### src/rtl/secure_bank_pkg.sv
// secure_bank_pkg
// Shared definitions for secure_register_bank:
//   state_t     - controller state encoding
//   DEF_*       - default parameter values
//   cnt_width() - bits needed for a counter that runs 0 .. max_count-1
package secure_bank_pkg;

   typedef enum logic [2:0] {
      IDLE         = 3'd0,
      WAIT_CONFIRM = 3'd1,
      WRITE        = 3'd2,
      DENY         = 3'd3,
      LOCKOUT      = 3'd4
   } state_t;

   localparam int DEF_NUM_CH          = 4;
   localparam int DEF_DATA_W          = 4;
   localparam int DEF_PASS_W          = 4;
   localparam int DEF_CONFIRM_TIMEOUT = 8;
   localparam int DEF_MAX_TRIES       = 3;
   localparam int DEF_LOCKOUT_CYCLES  = 16;

   function automatic int cnt_width(input int max_count);
      return (max_count < 2) ? 1 : $clog2(max_count);
   endfunction

endpackage

### src/rtl/channel_register.sv
// channel_register
// One storage channel: DATA_W-bit register loaded when en is high,
// cleared asynchronously by reset (active low).
// Ports:
//   clock - rising-edge clock
//   reset - asynchronous active-low clear
//   en    - load enable
//   d     - load data
//   q     - stored value
module channel_register #(
   parameter int DATA_W = 4
) (
   input  logic              clock,
   input  logic              reset,
   input  logic              en,
   input  logic [DATA_W-1:0] d,
   output logic [DATA_W-1:0] q
);

   always_ff @(posedge clock or negedge reset) begin
      if (!reset)  q <= '0;
      else if (en) q <= d;
   end

endmodule

### src/rtl/secure_register_bank.sv
// secure_register_bank
// Password-gated bank of NUM_CH registers. A request latches a channel and
// data; a following confirm with the matching password writes that channel.
// Wrong password, out-of-range channel or confirm timeout deny the write.
// Optional feature macro: LOCKOUT_EN (brute-force lockout after MAX_TRIES
// consecutive denials, lasting LOCKOUT_CYCLES cycles).
// Ports:
//   clock, reset          - clock, asynchronous active-low reset
//   system_password       - reference password
//   request/ch_sel/input_data - start an operation (sampled in IDLE only)
//   confirm/input_password    - password presentation (WAIT_CONFIRM only)
//   qout                  - all channels, channel i at [i*DATA_W +: DATA_W]
//   busy/granted/denied/locked - status; granted/denied are 1-cycle pulses
//   dbg_state             - current controller state
// Handshake: request and confirm are level strobes with no ready; each is
// consumed on the single edge where the controller is in the state that
// accepts it, and ignored in every other state.
module secure_register_bank
   import secure_bank_pkg::*;
#(
   parameter int NUM_CH          = DEF_NUM_CH,
   parameter int DATA_W          = DEF_DATA_W,
   parameter int PASS_W          = DEF_PASS_W,
   parameter int CONFIRM_TIMEOUT = DEF_CONFIRM_TIMEOUT,
   parameter int MAX_TRIES       = DEF_MAX_TRIES,
   parameter int LOCKOUT_CYCLES  = DEF_LOCKOUT_CYCLES,
   localparam int SEL_W          = (NUM_CH < 2) ? 1 : $clog2(NUM_CH)
) (
   input  logic                     clock,
   input  logic                     reset,
   input  logic [PASS_W-1:0]        system_password,
   input  logic                     request,
   input  logic [SEL_W-1:0]         ch_sel,
   input  logic [DATA_W-1:0]        input_data,
   input  logic                     confirm,
   input  logic [PASS_W-1:0]        input_password,
   output logic [NUM_CH*DATA_W-1:0] qout,
   output logic                     busy,
   output logic                     granted,
   output logic                     denied,
   output logic                     locked,
   output logic [2:0]               dbg_state
);

   // One counter serves both the confirm timeout and the lockout period;
   // it is sized for the largest bound so both builds share one width.
   localparam int CNT_MAX0 = (CONFIRM_TIMEOUT > LOCKOUT_CYCLES) ? CONFIRM_TIMEOUT : LOCKOUT_CYCLES;
   localparam int CNT_MAX  = (CNT_MAX0 > MAX_TRIES) ? CNT_MAX0 : MAX_TRIES;
   localparam int CNT_W    = cnt_width(CNT_MAX);

   state_t              state, next_state;
   logic [CNT_W-1:0]    cnt;
   logic [SEL_W-1:0]    lat_ch;
   logic [DATA_W-1:0]   lat_data;
   logic                pass_ok;

   // Out-of-range channels (non-power-of-two NUM_CH) can never be granted.
   assign pass_ok = (input_password == system_password) &&
                    ({1'b0, lat_ch} < (SEL_W+1)'(NUM_CH));

`ifdef LOCKOUT_EN
   localparam int FAIL_W = cnt_width(MAX_TRIES + 1);
   logic [FAIL_W-1:0] fail_cnt;
`endif

   // State register
   always_ff @(posedge clock or negedge reset) begin
      if (!reset) state <= IDLE;
      else        state <= next_state;
   end

   // Next-state logic
   always_comb begin
      next_state = state;
      case (state)
         IDLE: begin
            if (request) next_state = WAIT_CONFIRM;
         end
         WAIT_CONFIRM: begin
            // A confirm on the last allowed cycle still wins over timeout.
            if (confirm)                                  next_state = pass_ok ? WRITE : DENY;
            else if (cnt == CNT_W'(CONFIRM_TIMEOUT - 1))  next_state = DENY;
         end
         WRITE: next_state = IDLE;
         DENY: begin
`ifdef LOCKOUT_EN
            next_state = (fail_cnt == FAIL_W'(MAX_TRIES - 1)) ? LOCKOUT : IDLE;
`else
            next_state = IDLE;
`endif
         end
         LOCKOUT: begin
            if (cnt == CNT_W'(LOCKOUT_CYCLES - 1)) next_state = IDLE;
         end
         default: next_state = IDLE;
      endcase
   end

   // Output logic
   always_comb begin
      busy      = (state != IDLE);
      granted   = (state == WRITE);
      denied    = (state == DENY);
`ifdef LOCKOUT_EN
      locked    = (state == LOCKOUT);
`else
      locked    = 1'b0;
`endif
      dbg_state = state;
   end

   // Datapath: operation latch and the shared cycle counter, which restarts
   // on every state change so it always counts cycles spent in this state.
   always_ff @(posedge clock or negedge reset) begin
      if (!reset) begin
         cnt      <= '0;
         lat_ch   <= '0;
         lat_data <= '0;
      end else begin
         if (state != next_state)                           cnt <= '0;
         else if (state == WAIT_CONFIRM || state == LOCKOUT) cnt <= cnt + CNT_W'(1);
         if (state == IDLE && request) begin
            lat_ch   <= ch_sel;
            lat_data <= input_data;
         end
      end
   end

`ifdef LOCKOUT_EN
   // Consecutive-denial count; any grant or completed lockout clears it.
   always_ff @(posedge clock or negedge reset) begin
      if (!reset)                                     fail_cnt <= '0;
      else if (state == WRITE)                        fail_cnt <= '0;
      else if (state == DENY)                         fail_cnt <= fail_cnt + FAIL_W'(1);
      else if (state == LOCKOUT && next_state == IDLE) fail_cnt <= '0;
   end
`endif

   // Channel storage
   for (genvar i = 0; i < NUM_CH; i++) begin : g_ch
      logic we;
      assign we = (state == WRITE) && (lat_ch == SEL_W'(i));
      channel_register #(.DATA_W(DATA_W)) u_reg (
         .clock (clock),
         .reset (reset),
         .en    (we),
         .d     (lat_data),
         .q     (qout[i*DATA_W +: DATA_W])
      );
   end

endmodule
### config.mk
export PLATFORM = sky130hd
export DESIGN_NAME = secure_register_bank
export DESIGN_NICKNAME = d
export VERILOG_FILES = /design/src/rtl/secure_bank_pkg.sv /design/src/rtl/channel_register.sv /design/src/rtl/secure_register_bank.sv
export SDC_FILE = /design/constraint.sdc
export NUM_CORES = 1
export LEC_CHECK = 0
export ABC_AREA = 1
export BUFFER_PORTS_ARGS = -buffer_cell sky130_fd_sc_hd__buf_2
export CAP_MARGIN = 30
export CORE_ASPECT_RATIO = 0.6
export CORE_MARGIN = 2
export CORE_UTILIZATION = 53
export DETAILED_ROUTE_END_ITERATION = 6
export PLACE_DENSITY = 0.83
export SYNTH_ARGS = -nofsm -noshare
export SYNTH_HDL_FRONTEND = slang
export SYNTH_SLANG_ARGS = --single-unit
### constraint.sdc
create_clock -name clock -period 3.9 [get_ports clock]
set_clock_uncertainty 0.1 [all_clocks]
set_input_delay 0.78 -clock clock [delete_from_list [all_inputs] [get_ports clock]]
set_output_delay 0.78 -clock clock [all_outputs]
set_load 0.01 [all_outputs]
# Word-level counts from Yosys, hierarchy flattened
# Cells that the tools add are included.
dict set report classes {
  div_mod_pow 0
  n_lt_le_gt_ge 0
  addsub 1
  bitwise 0
  n_eq_ne 11
  shift 0
  n_reduce_logical 10
  n_mux 8
  multipliers 0
}
# op count
set ops {}
lappend ops {{3-bit two-way mux} 4}
lappend ops {{3-bit case mux with 3 select lines} 1}
lappend ops {{4-bit two-way mux} 2}
lappend ops {{3-bit by 2-bit == test with 1-bit output (second input constant)} 2}
lappend ops {{1-bit logical AND} 5}
lappend ops {{4-bit by 1-bit adder with 4-bit output (second input constant)} 1}
lappend ops {{2-bit == test (second input constant)} 2}
lappend ops {{4-bit by 3-bit == test with 1-bit output (second input constant)} 1}
lappend ops {{4-bit == test} 1}
lappend ops {{4-bit == test (second input constant)} 1}
lappend ops {{3-bit by 1-bit == test with 1-bit output (second input constant)} 1}
lappend ops {{3-bit == test (second input constant)} 1}
lappend ops {{3-bit zero test} 1}
lappend ops {{3-bit != test} 1}
lappend ops {{3-bit nonzero test} 1}
lappend ops {{2-bit by 1-bit == test with 1-bit output (second input constant)} 1}
lappend ops {{2-bit zero test} 1}
lappend ops {{2-bit nonzero test} 1}
lappend ops {{1-bit logical OR} 1}
lappend ops {{1-bit two-way mux} 1}
dict set report totals {
  rom_bits 0
  latchBits 0
  word_cells 38
  mem_bits_rw 0
  out_inout_bits 23
  register_bits 29
  mem_count 0
}

# Depth between registers and ports, before layout
# Gate-level depths: netlist of run 1.
dict set report logic_depth {
  ltp_word 6
  ltp_mapped 9
  depth_no_buf 9
}

# Cells and area by module
# A second synthesis of run 1 with hierarchy kept.
dict set report unflattened {
  hier_cells 159
  hier_area_um2 1330.0
}
# module area_per_inst_um2 n_inst cells_each
set modules_own_cells {}
lappend modules_own_cells {secure_register_bank 734.5 1 91}
lappend modules_own_cells {channel_register 148.9 4 17}

# Worst setup path before layout of run 1
# OpenSTA, ideal clock, no wires.
dict set report synth_path {
  path_type {reg2out}
  start {reg state[0] (netlist: dbg_state[0])}
  end {out denied}
  path_stages_with_launch 3
  slack_ps 2105
  arrival_time_ps 915
  required_ps 3020
  path_cell_list {dfrtp_1 inv_2 nor3_1}
}
dict set report synth_between {
  elab_chain_cells 1
}
# element line
set synth_rtl {}
lappend synth_rtl {{start, declared} secure_register_bank.sv:51} ;# state_t state, next_state;
lappend synth_rtl {{start signal, assigned} secure_register_bank.sv:69} ;# else state <= next_state;
lappend synth_rtl {{3-bit by 2-bit == test with 1-bit output} secure_register_bank.sv:103} ;# denied = (state == DENY);
lappend synth_rtl {{end, declared} secure_register_bank.sv:40} ;# output logic denied,
# Every way passes these cells.

# Final worst setup path of run 1
dict set report layout_path {
  start {reg state[0] (netlist: dbg_state[0])}
  end {out granted}
}
dict set report layout_between {
  elab_chain_cells 1
}
# element line
set layout_rtl {}
lappend layout_rtl {{3-bit by 2-bit == test with 1-bit output} secure_register_bank.sv:102} ;# granted = (state == WRITE);
lappend layout_rtl {{end, declared} secure_register_bank.sv:39} ;# output logic granted,
# Every way passes these cells.

==> results of run 1 <==
kinds of logic after synthesis:
group / after synthesis / synth area share [%]
adder cells (fa/ha/maj): 1 / 0.970
buffers and inverters: 22 / 6.79
other: 1 / 0.291
flip-flops: 29 / 56.3
AND/OR/NAND/NOR: 65 / 22.2
XOR/XNOR: 1 / 0.679
AO/OA/AOI/OAI: 30 / 12.8
report_power, final:
group | internal, mW | total (mW) | switching (mW)
Combinational | 0.138 | 0.371 | 0.232
Clock | 0.123 | 0.236 | 0.113
Sequential | 0.419 | 0.491 | 0.0721
Total | 0.680 | 1.10 | 0.418
metal layers:
layer | track usage, % | up-vias
met4 | 6.53 | 0
li1 | - | 559
met3 | 9.68 | 10
met1 | 35.1 | 559
met2 | 38.0 | 46
met5 | 0 | -
path summary, 6_finish.rpt:
path	start	end	slack [ns]	cells after the start
worst max-delay path	dbg_state[0]	granted	1.69	2
worst min-delay path	g_ch[3].u_reg.q[3]	g_ch[3].u_reg.q[3]	0.38	2
worst max register to register	dbg_state[0]	g_ch[1].u_reg.q[0]	2.27	4
worst min register to register	g_ch[3].u_reg.q[3]	g_ch[3].u_reg.q[3]	0.38	2
max in group asynchronous	reset	g_ch[0].u_reg.q[2]	2.88	1
min in group asynchronous	reset	g_ch[2].u_reg.q[3]	0.40	1
synth_stat cells (all sizes together):
library cell and number:
nand2 36, a31oi 1, nand3 11, ha 1
o21a 1, conb 1, dfrtp 29, nand4 2
buf 2, xor2 1, nor3 2, nor2 14
inv 20, a21oi 9, o21ai 19
critical path, stage by stage, from the launching register on:
cell and delay [ns]:
dfrtp_1 0.50, nor3_4 0.34, buf_2 0.20
sequential cells by signal, summed over array words and instances, names as in the netlist:
register,flops
cnt,4
g_ch.u_reg.q,16
lat_data,4
lat_ch,2
dbg_state,3
per-stage QoR:
stage | setup WS, ns | std cells
finish | 1.69 | 224
global placement | 2.05 | 216
detailed placement | 1.99 | 216
floorplan | 2.10 | 149
CTS | 1.71 | 224
global route | 1.65 | 224
cell type report:
cell class,instances,area (sq um)
Sequential cell,29,726
Fill cell,173,636
Multi-Input combinational cell,98,477
Timing Repair Buffer,39,195
Inverter,20,75.1
Clock buffer,6,72.6
Tap cell,30,37.5
Clock inverter,2,10.0
==> impl_metrics.yaml, run 1 <==
clock_tree:
  root_buffer: "clkbuf_8"
  clock_latency_ns: 0.29
  cts_buffers: 5
  cts_resized: 0
  path_clk_slew_ns: 0.06
  cts_tree: "built"
  post_cts_buffers: 0
  htreeDepth: 2
  cts.sink_count: 29
  ctsHoldBuffers: 0
  clockBufferDepth: 2
synth:
  syn_inst: 149
  synth_seq_cells: 29
  syn-num-nets: 168
  syn-cell-area_sq_um: 1290
  synth_top_cell_area_share_pct: 56.3
  ys_seq_area_share_pct: 56.3
  ys_types: 24
  avgSynthCellArea_sq_um: 8.66
  yosys_warnings: 0
  yosys.area.top_type: "dfrtp_1"
  yosys-top-cells-area: "dfrtp_1, nand2_1, o21ai_0"
placed_design:
  numPortBuffers: 39
  place_congestion: 0.841
  placed_area_sq_um: 1510
  hpwl_mm: 2.37
power:
  power_density_nw_per_um2: 689
  power.leakage_nw: 0.872
  irDropWorstVdd_mv: 0.362
  p_total_mw: 1.10
setup_path:
  end_kind: "output port"
  crit_type: "reg -> out"
  required_ns: 3.02
  critPathArrivalTime_ns: 1.33
  startpoint_type: "flip-flop"
  critPathMaxFanout: 8
timing:
  period_needed_ns: 2.21
  rsz0062_at_grt: "no"
  drv_slew: 0
  hold_viol: 0
  timing.fmax_mhz: 453
  hold_ws_ns: 0.382
  finalCritPeriodShare_pct: 56.6
  fin_tns_setup_ns: 0
  tightest_slew_ns: 0.620
  setup-violations-final: 0
  relSlewSlack_pct: 58.7
floorplan:
  pin_count: 41
  core-area_sq_um: 2230
  rows: 13
  start_util_pct: 57.9
  die_h_microns: 42.2
  die_area_sq_um: 2860
  die_w_microns: 67.7
detailed_routing:
  wl_met1_mm: 1.36
  ant_nets: 0
  drt-wirelength-per-cell_microns: 13.9
  drc: 0
  vias: 1174
  routed.top_layer: "met4"
  wl_met3_microns: 257
  drt_iter0_markers: 82
  routed_via_density: 5.24
  route.met2.wl_mm: 1.43
  dr.pass1.iters: 4
  finalWirelength_mm: 3.12
final_layout:
  area_growth_pct: 23.5
  final_area_sq_um: 1590
  finalNetCount: 212
  drive_gt1_share_pct: 27.8
  final_util_pct: 71.5
  antenna_cells: 0
  layout_commonest_cell: "buf_2"
  most-common-layout-cells: "buf_2, nand2_1, dfrtp_1, inv_1, o21ai_0"
global_routing:
  grt_pass1_vias: 1115
  grt_pass1_wl_mm: 5.18
  grtUsageTotal_pct: 25.5
  grt.overflow.total: 0
  grt_max_degree: 30
  antenna_found_initial: 0
min_path:
  hold_class: "reg -> reg"
flow_run:
  drv_cap: 0
outcome:
  status: "completed"
Power figures use the tool's default switching activity.
==> run 2, diff against run 1 <==
Settings changed: CORE_UTILIZATION 53 to 49, PLACE_DENSITY 0.83 to 0.77.
Clock period 3.9 ns to 2.25 ns, I/O delays scaled along.
==> impl_metrics.yaml, run 2 (synthesized netlist as in run 1, its figures left out) <==
detailed_routing:
  vias: 1154
  ant_nets: 0
  drc: 0
  dr.pass1.iters: 4
  drt-wirelength-per-cell_microns: 13.2
  finalWirelength_mm: 2.99
  routed_via_density: 5.11
  drt_iter0_markers: 73
timing:
  fin_tns_setup_ns: 0
  drv_slew: 0
  setup-violations-final: 0
  relSlewSlack_pct: 57.6
  period_needed_ns: 1.87
  hold_viol: 0
  finalCritPeriodShare_pct: 82.9
  rsz0062_at_grt: "no"
  timing.fmax_mhz: 536
  hold_ws_ns: 0.0816
  tightest_slew_ns: 0.636
setup_path:
  rr_startpoint: "cnt[0]"
  critPathMaxStageDelay_ns: 0.55
  startpoint_type: "flip-flop"
  critPathArrivalTime_ns: 1.32
  startpoint: "dbg_state[0]"
  end_kind: "output port"
  crit_type: "reg -> out"
  critical_path_buf_inv_count: 2
  critPathMaxFanout: 8
  required_ns: 1.70
  crit_chain: "inv_2 > nor3_1 > buf_2"
  cp_slowest_cell: "dfrtp_1"
  critPathTopFamily: "flip-flops"
final_layout:
  drive_gt1_share_pct: 27.8
  largest_reg_flops: 16
  final_util_pct: 63.7
  layout_commonest_cell: "buf_2"
  finalNetCount: 212
  regMostFlops: "g_ch.u_reg.q"
  most-common-layout-cells: "buf_2, nand2_1, dfrtp_1, inv_1, o21ai_0"
  area_growth_pct: 23.7
  antenna_cells: 0
  reg_top3: "g_ch.u_reg.q: 16 flops, cnt: 4 flops, lat_data: 4 flops"
global_routing:
  grtUsageTotal_pct: 21.0
  antenna_found_initial: 0
  grt_pass1_vias: 1064
  grt_max_degree: 30
  grt.overflow.total: 0
  grt_pass1_wl_mm: 4.75
clock_tree:
  root_buffer: "clkbuf_8"
  clockBufferDepth: 2
  clock_latency_ns: 0.28
  cts_buffers: 5
  path_clk_slew_ns: 0.07
  ctsHoldBuffers: 0
  post_cts_buffers: 0
  htreeDepth: 2
  cts_resized: 0
  cts_tree: "built"
  cts.sink_count: 29
floorplan:
  pin_count: 41
  die_w_microns: 70.2
  rows: 14
  die_area_sq_um: 3070
  die_h_microns: 43.7
  start_util_pct: 51.5
  core-area_sq_um: 2500
outcome:
  status: "completed"
placed_design:
  place_congestion: 0.872
  hpwl_mm: 2.25
  numPortBuffers: 39
power:
  power_density_nw_per_um2: 1200
  power.leakage_nw: 0.872
  irDropWorstVdd_mv: 0.636
flow_run:
  drv_cap: 0
min_path:
  hold_class: "in -> async"
-- run 2: cell counts in the layout (fill, tap and decap cells not counted) --
Identical to the previous run, type by type.
-- run 2: path summary, 6_finish.rpt --
path | end | depth (start not counted) | slack [ns]
min in group clock | lat_ch[0] | 3 | 0.32
max reg2reg | cnt[1] | 8 | 0.57
min | g_ch[3].u_reg.q[1] | 1 | 0.08
max | denied | 3 | 0.38
min reg2reg | g_ch[1].u_reg.q[2] | 2 | 0.39
max in group asynchronous | g_ch[1].u_reg.q[2] | 1 | 1.55
-- run 2: metrics by stage --
step,cell area [sq um],power [mW],setup slack (ns),std cells
2_1_floorplan,1290,1.22,0.785,149
3_3_place_gp,1510,1.46,0.744,218
3_5_place_dp,1510,1.50,0.626,218
4_1_cts,1600,1.92,0.414,226
5_1_grt,1600,2.03,0.254,226
6_report,1600,1.91,0.384,226
-- run 2: layout make-up --
cell class / instances / area (sq um)
Tap cell: 32 / 40.0
Inverter: 20 / 75.1
Multi-Input combinational cell: 98 / 477
Clock buffer: 6 / 72.6
Sequential cell: 29 / 726
Clock inverter: 2 / 10.0
Timing Repair Buffer: 39 / 195
Fill cell: 201 / 910
-- run 2: power by group --
part           internal (mW)  leakage, nW  switching (mW)
clock network          0.214       0.0450           0.195
registers              0.725        0.358           0.130
logic                  0.239        0.469           0.406
-- run 2: layer usage --
layer  vias up  global-route usage, %  wire length (microns)  part of all wire (%)
met5         -                      0                      0                     0
met1       554                   27.2                   1410                    47
li1        571                      -                      -                     -
met2        22                   32.3                   1400                    47
met4         0                   10.4                     57                   1.9
met3         7                   6.98                    120                   4.0
